===== src/rtl/dram_slot_arbiter.sv =====
// DRAM slot arbiter: VID > CPU > DMA, one owner per DRAM cycle.
// Optional DMA starvation guard enabled by defining ARB_DMA_STARVE_EN.
module dram_slot_arbiter #(
  parameter logic [3:0] DMA_STARVE_MAX = 4'd7
) (
  input  logic        fclk,
  input  logic        rst_n,
  input  logic        dram_cbeg,
  input  logic        dram_rrdy,
  input  logic [15:0] dram_rdata,
  output logic        dram_req,
  output logic        dram_rnw,
  output logic [20:0] dram_addr,
  output logic [1:0]  dram_bsel,
  output logic [15:0] dram_wdata,
  input  logic        vid_req,
  input  logic [20:0] vid_addr,
  output logic        vid_rstb,
  input  logic        cpu_req,
  input  logic        cpu_rnw,
  input  logic [7:0]  cpu_page,
  input  logic        cpu_romnram,
  input  logic [13:0] cpu_a,
  input  logic [7:0]  cpu_wd,
  output logic        cpu_wgnt,
  output logic        cpu_rstb,
  output logic [7:0]  cpu_rd,
  input  logic        dma_req,
  input  logic        dma_rnw,
  input  logic [20:0] dma_addr,
  input  logic [15:0] dma_wd,
  output logic        dma_wgnt,
  output logic        dma_rstb,
  output logic [15:0] rdata
);

  typedef enum logic [2:0] {
    OWN_NONE,
    OWN_VID_RD,
    OWN_CPU_RD,
    OWN_DMA_RD,
    OWN_CPU_WR,
    OWN_DMA_WR
  } own_e;

  own_e own_q;
  logic cpu_hi_q;
  logic cpu_dram;
  logic dma_boost;
  logic g_vid, g_cpu, g_dma;

  always_comb begin
    cpu_dram = cpu_req & ~cpu_romnram;
    g_vid    = vid_req;
    g_dma    = ~vid_req & dma_req & (~cpu_dram | dma_boost);
    g_cpu    = ~vid_req & cpu_dram & ~g_dma;
  end

`ifdef ARB_DMA_STARVE_EN
  logic [3:0] starve_q, starve_d;

  always_comb begin
    dma_boost = (starve_q >= DMA_STARVE_MAX);
    starve_d  = starve_q;
    if (!dma_req || g_dma)
      starve_d = '0;
    else if (g_cpu)
      starve_d = starve_q + 4'd1;
  end

  always_ff @(posedge fclk or negedge rst_n) begin
    if (!rst_n)
      starve_q <= '0;
    else if (dram_cbeg)
      starve_q <= starve_d;
  end
`else
  logic unused_starve;
  assign dma_boost     = 1'b0;
  assign unused_starve = ^DMA_STARVE_MAX;
`endif

  always_ff @(posedge fclk or negedge rst_n) begin
    if (!rst_n) begin
      own_q      <= OWN_NONE;
      cpu_hi_q   <= 1'b0;
      dram_req   <= 1'b0;
      dram_rnw   <= 1'b0;
      dram_addr  <= '0;
      dram_bsel  <= '0;
      dram_wdata <= '0;
      vid_rstb   <= 1'b0;
      cpu_wgnt   <= 1'b0;
      cpu_rstb   <= 1'b0;
      cpu_rd     <= '0;
      dma_wgnt   <= 1'b0;
      dma_rstb   <= 1'b0;
      rdata      <= '0;
    end else begin
      vid_rstb <= 1'b0;
      cpu_rstb <= 1'b0;
      dma_rstb <= 1'b0;
      cpu_wgnt <= 1'b0;
      dma_wgnt <= 1'b0;
      if (dram_rrdy) begin
        unique case (own_q)
          OWN_VID_RD: begin
            rdata    <= dram_rdata;
            vid_rstb <= 1'b1;
            own_q    <= OWN_NONE;
          end
          OWN_DMA_RD: begin
            rdata    <= dram_rdata;
            dma_rstb <= 1'b1;
            own_q    <= OWN_NONE;
          end
          OWN_CPU_RD: begin
            cpu_rd   <= cpu_hi_q ? dram_rdata[15:8]
                                 : dram_rdata[7:0];
            cpu_rstb <= 1'b1;
            own_q    <= OWN_NONE;
          end
          default: ;
        endcase
      end
      // new slot owner overrides whatever completion did above
      if (dram_cbeg) begin
        dram_req   <= g_vid | g_cpu | g_dma;
        dram_rnw   <= 1'b0;
        dram_addr  <= '0;
        dram_bsel  <= '0;
        dram_wdata <= '0;
        own_q      <= OWN_NONE;
        unique case (1'b1)
          g_vid: begin
            dram_rnw  <= 1'b1;
            dram_addr <= vid_addr;
            dram_bsel <= 2'b11;
            own_q     <= OWN_VID_RD;
          end
          g_cpu: begin
            dram_rnw   <= cpu_rnw;
            dram_addr  <= {cpu_page, cpu_a[13:1]};
            dram_bsel  <= cpu_a[0] ? 2'b10 : 2'b01;
            dram_wdata <= {cpu_wd, cpu_wd};
            cpu_hi_q   <= cpu_a[0];
            cpu_wgnt   <= ~cpu_rnw;
            own_q      <= cpu_rnw ? OWN_CPU_RD : OWN_CPU_WR;
          end
          g_dma: begin
            dram_rnw   <= dma_rnw;
            dram_addr  <= dma_addr;
            dram_bsel  <= 2'b11;
            dram_wdata <= dma_rnw ? 16'h0000 : dma_wd;
            dma_wgnt   <= ~dma_rnw;
            own_q      <= dma_rnw ? OWN_DMA_RD : OWN_DMA_WR;
          end
          default: ;
        endcase
      end
    end
  end

endmodule

===== config.mk =====
export PLATFORM = sky130hd
export DESIGN_NAME = dram_slot_arbiter
export DESIGN_NICKNAME = d
export VERILOG_FILES = /design/src/rtl/dram_slot_arbiter.sv
export SDC_FILE = /design/constraint.sdc
export NUM_CORES = 1
export LEC_CHECK = 0
export BUFFER_PORTS_ARGS = -buffer_cell sky130_fd_sc_hd__buf_2
export CAP_MARGIN = 0
export CORE_MARGIN = 2
export CORE_UTILIZATION = 46
export CTS_CLUSTER_SIZE = 16
export DETAILED_ROUTE_END_ITERATION = 8
export PLACE_DENSITY = 0.81
export SKIP_CTS_REPAIR_TIMING = 1
export SLEW_MARGIN = 30
export SYNTH_ARGS = -nofsm -noshare
export SYNTH_HDL_FRONTEND = slang
export SYNTH_SLANG_ARGS = --single-unit
export TNS_END_PERCENT = 50

===== constraint.sdc =====
create_clock -name fclk -period 1.5 [get_ports fclk]
set_input_delay 0.225 -clock fclk [delete_from_list [all_inputs] [get_ports fclk]]
set_output_delay 0.225 -clock fclk [all_outputs]
set_load 0.05 [all_outputs]

## After elaboration in Yosys (flattened, before gate mapping)

Cells that the tools add are included.

- Bits in registers: 74
- Bits of input ports: 114
- Word-level logic and storage cells: 62

- Equal/unequal tests: 3
- Multiplexer cells: 23
- Bitwise operators: 13
- Reductions and logical operators: 9

Operators with widths:

| kind | count |
|---|---|
| one-hot mux 21 bit (3 select lines) | 1 |
| one-hot mux 16 bit (2 select lines) | 1 |
| 2-to-1 mux 16 bit | 1 |
| 2-to-1 mux 3 bit | 5 |
| 2-to-1 mux 1 bit | 10 |
| one-hot mux 3 bit (3 select lines) | 1 |
| 2-to-1 mux 8 bit | 1 |
| AND reduction 2 bit | 4 |
| == test 3 x 2 -> 1 bit (second input constant) | 2 |
| NOT 1 bit | 6 |
| AND 1 bit | 5 |
| one-hot mux 2 bit (2 select lines) | 1 |
| nonzero test 2 bit | 2 |
| OR reduction 2 bit | 2 |
| == test 3 x 1 -> 1 bit (second input constant) | 1 |
| one-hot mux 1 bit (3 select lines) | 1 |
| OR reduction 3 bit | 1 |
| 2-to-1 mux 2 bit | 1 |
| bitwise OR 1 bit | 2 |

## Depth between registers and ports, before layout

- Depth after elaboration: 8
- Depth in mapped cells: 6
- Gate-level depth less buffers: 3

## Worst setup path after synthesis

No wires, ideal clock.

- Path type: register to register
- From: reg own_q[2]
- To: reg rdata[10]
- Data arrival time: 1.165 ns
- Required time: 1.375 ns
- Slack: 0.210 ns
- Stages on the path, launching flop included: 4
- Buffers on the path: 1
- Cells stage by stage: dfrtp_1 > nand3b_2 > buf_2 > mux2_2

- Word-level cells in the longest chain between the ends: 3

Ends and longest elaborated chain:

| what | RTL line | text |
|---|---|---|
| start, declared | 46 | `own_e own_q;` |
| start signal, assigned | 148 | `own_q <= cpu_rnw ? OWN_CPU_RD : OWN_CPU_WR;` |
| start signal, assigned | 156 | `own_q <= dma_rnw ? OWN_DMA_RD : OWN_DMA_WR;` |
| == test 3 x 2 -> 1 bit or == test 3 x 1 -> 1 bit (tied branches) | 106 | `unique case (own_q)` |
| OR reduction 2 bit (no source line) (*) | n/a |  |
| AND reduction 2 bit (no source line) (*) | n/a |  |
| end signal, assigned | 108 | `rdata <= dram_rdata;` |
| end signal, assigned | 113 | `rdata <= dram_rdata;` |
| end, declared | 34 | `output logic [15:0] rdata` |

Mark *: on every way between the ends. The rest lies on a longest branch, timed or not.
A chain may end at the register's enable or synchronous reset.

## Worst setup path in the final report

- From: reg own_q[0]
- To: reg cpu_rd[1]

- Word-level cells in the longest chain between the ends: 2

Ends and longest elaborated chain:

| what | RTL line | text |
|---|---|---|
| == test 3 x 2 -> 1 bit | 106 |  |
| AND reduction 2 bit (no source line) | n/a |  |
| end signal, assigned | 118 | `cpu_rd <= cpu_hi_q ? dram_rdata[15:8]` |
| end, declared | 27 | `output logic [7:0] cpu_rd,` |

No other way between the ends.

==> flow_summary.json <==
{
  "drive_above_1_share": 0.463,
  "critPathMaxFanout": 17,
  "port-buffer-count": 183,
  "grt.total_usage": 0.241,
  "max_freq_mhz": 798,
  "syn_nets": 446,
  "required_ns": 1.76,
  "start_util": 0.470,
  "initialDrtViolationCount": 297,
  "avgSynthCellArea_sq_um": 10.9,
  "htree_num_levels": 3,
  "pre_cts_slack_ns": -0.0978,
  "drtPass1Iterations": 6,
  "maxCapViolCount": 0,
  "ant_nets": 0,
  "endpoint_kind": "flip-flop",
  "clock_sinks": 74,
  "irDropWorstVdd_mv": 0.484,
  "synthTopCellsByCount": "dfrtp_1, nor2_1, nand3_1",
  "fp.coreArea_sq_um": 7690,
  "n_fill_cell": 670,
  "grt_pass1_wl_um": 16500,
  "worst_pin_slew_ns": 0.794,
  "synth.top_cell.area_share": 0.512,
  "hpwl_um": 7500,
  "yosysTopAreaCell": "dfrtp_1",
  "synth_cells": 332,
  "yosysMostFrequentCell": "dfrtp_1",
  "cp-start-kind": "flip-flop",
  "cp.arrival_ns": 1.51,
  "ys_ff_latch": 74,
  "yosysUniqueCellTypes": 29,
  "chipWidth_um": 92.7,
  "outcome": "finished clean",
  "fp-row-count": 32,
  "setup_viol": 0,
  "setup_ws_ns": 0.247,
  "hold_viol_final": 0,
  "finalPower_mw": 6.05,
  "synth_area_sq_um": 3620,
  "clock_skew_ns": 0.00336,
  "rsz0062_at_grt": "no",
  "maxSlewViolCount": 0,
  "finalNonFillerCells": 620,
  "antenna_cells": 0,
  "ctsLongestPathBuffers": 2,
  "power.density_nw_per_um2": 1240,
  "wirelength_um": 10500,
  "gr-total-overflow": 0,
  "setup_tns_ns": 0,
  "clockRootBuffer": "clkbuf_8",
  "dieHeight_um": 92.7,
  "insertion_delay_ns": 0.33,
  "areaGrowthSynthToFinish_pct": 35.4,
  "drc": 0,
  "antenna_found_initial": 0,
  "vias_per_cell": 5.85,
  "nNetsFinal": 627,
  "r2r_slack_ns": 0.25,
  "min_period_ns": 1.25,
  "cts_tree": "yes",
  "synth_top_flop_cell": "dfrtp_1",
  "post_drt_wl_per_cell_um": 16.9,
  "synth_edf_count": 0,
  "ys_seq_area_frac": 0.512,
  "ys.warnings.count": 0,
  "place_inst": 603,
  "slew-limit-headroom": 0.471,
  "cts_buffers": 9,
  "critical_path_class": "reg2reg",
  "dr_total_vias": 3626,
  "grt_max_degree": 75,
  "async_reset_ff_frac": 1.00,
  "synth.area.top_cells": "dfrtp_1, a222oi_1, mux2_2",
  "p_leak_nw": 2.36,
  "clk_pin_slew_ns": 0.08,
  "worstHoldPathType": "in2reg",
  "post-route-period-util": 0.835,
  "gp_congestion": 0.862,
  "grt_pass1_vias": 3379,
  "io_pins": 184,
  "die-area_sq_um": 8590
}
## report_power, final
part	switching [mW]	internal [mW]	leakage, nW
registers	0.195	2.29	0.941
clock network	0.777	0.611	0.0858
logic	1.54	0.642	1.33
## cell families after synthesis
group / Yosys count / synth area share
compound gates: 93 / 0.199
simple gates: 108 / 0.170
mux: 25 / 0.0751
buf+inv: 32 / 0.0439
flops: 74 / 0.512
## flip-flops by register name, summed over array words and instances, names as in the netlist, 2 cells and up
signal	cells
dram_addr	21
dram_wdata	16
rdata	16
cpu_rd	8
own_q	3
dram_bsel	2
## area by class of cell
class	count	area, sq um	share of cell area
clock inverter	7	55.1	0.0112
timing repair buffer	200	1110	0.227
clock buffer	9	124	0.0253
inverter	2	7.51	0.00153
sequential	74	1850	0.378
tap	102	128	0.0261
multi-input combinational	226	1620	0.331
## critical path, stage by stage (launching register included)
cell and delay (ns):
dfrtp_1 0.42, nor4bb_2 0.30, buf_4 0.26, nor2_1 0.06, a21oi_1 0.13
## per-stage QoR
stage | util | cell area (sq um) | hold WS, ns
after detailed placement | 0.612 | 4710 | 0.279
after CTS | 0.636 | 4890 | -0.0935
after global placement | 0.612 | 4710 | 0.272
final | 0.637 | 4900 | 0.0843
after global routing | 0.637 | 4900 | 0.0704
after floorplan | - | 3620 | -0.0706
## layout by cell type (no fill, tap or decap), types with 2 or more instances in the layout
cell type   synthesis  routed
nor2_1             38      38
nand4b_1           16      16
dfrtp_1            74      74
inv_1               2       2
nand2b_1           20      20
buf_2              13     182
a22oi_1            16      16
nand3b_1            2       2
buf_12              0       5
a31oi_1             3       3
a222oi_1           21      21
clkinv_4            0       3
a211oi_2            2       2
o21ai_0             5       5
nor2b_1             3       2
mux2_2             17      17
a21oi_1            10      10
clkinvlp_4          0       2
mux2i_1             8       8
clkbuf_8            0       9
nand3_1            23      23
a21boi_0           16      16
buf_4               4      12
a211oi_1           19      19
## path summary, 6_finish.rpt
kind	from	depth (start not counted)	to
setup reg to reg	own_q[0]	4	cpu_rd[1]
max in group asynchronous	rst_n	3	dram_addr[18]
min in group asynchronous	rst_n	3	dram_addr[11]
hold reg to reg	own_q[1]	1	vid_rstb
hold / removal	cpu_rnw	2	cpu_wgnt
setup / recovery	own_q[0]	4	cpu_rd[1]
## layer usage
metal	up-vias	GRT usage	share of wire
met5	-	0	0
met4	0	0.0907	0.024
met3	28	0.0496	0.077
met2	204	0.393	0.49
met1	1766	0.318	0.41
li1	1628	-	-
Note: power is estimated with default switching activity, not from simulation.
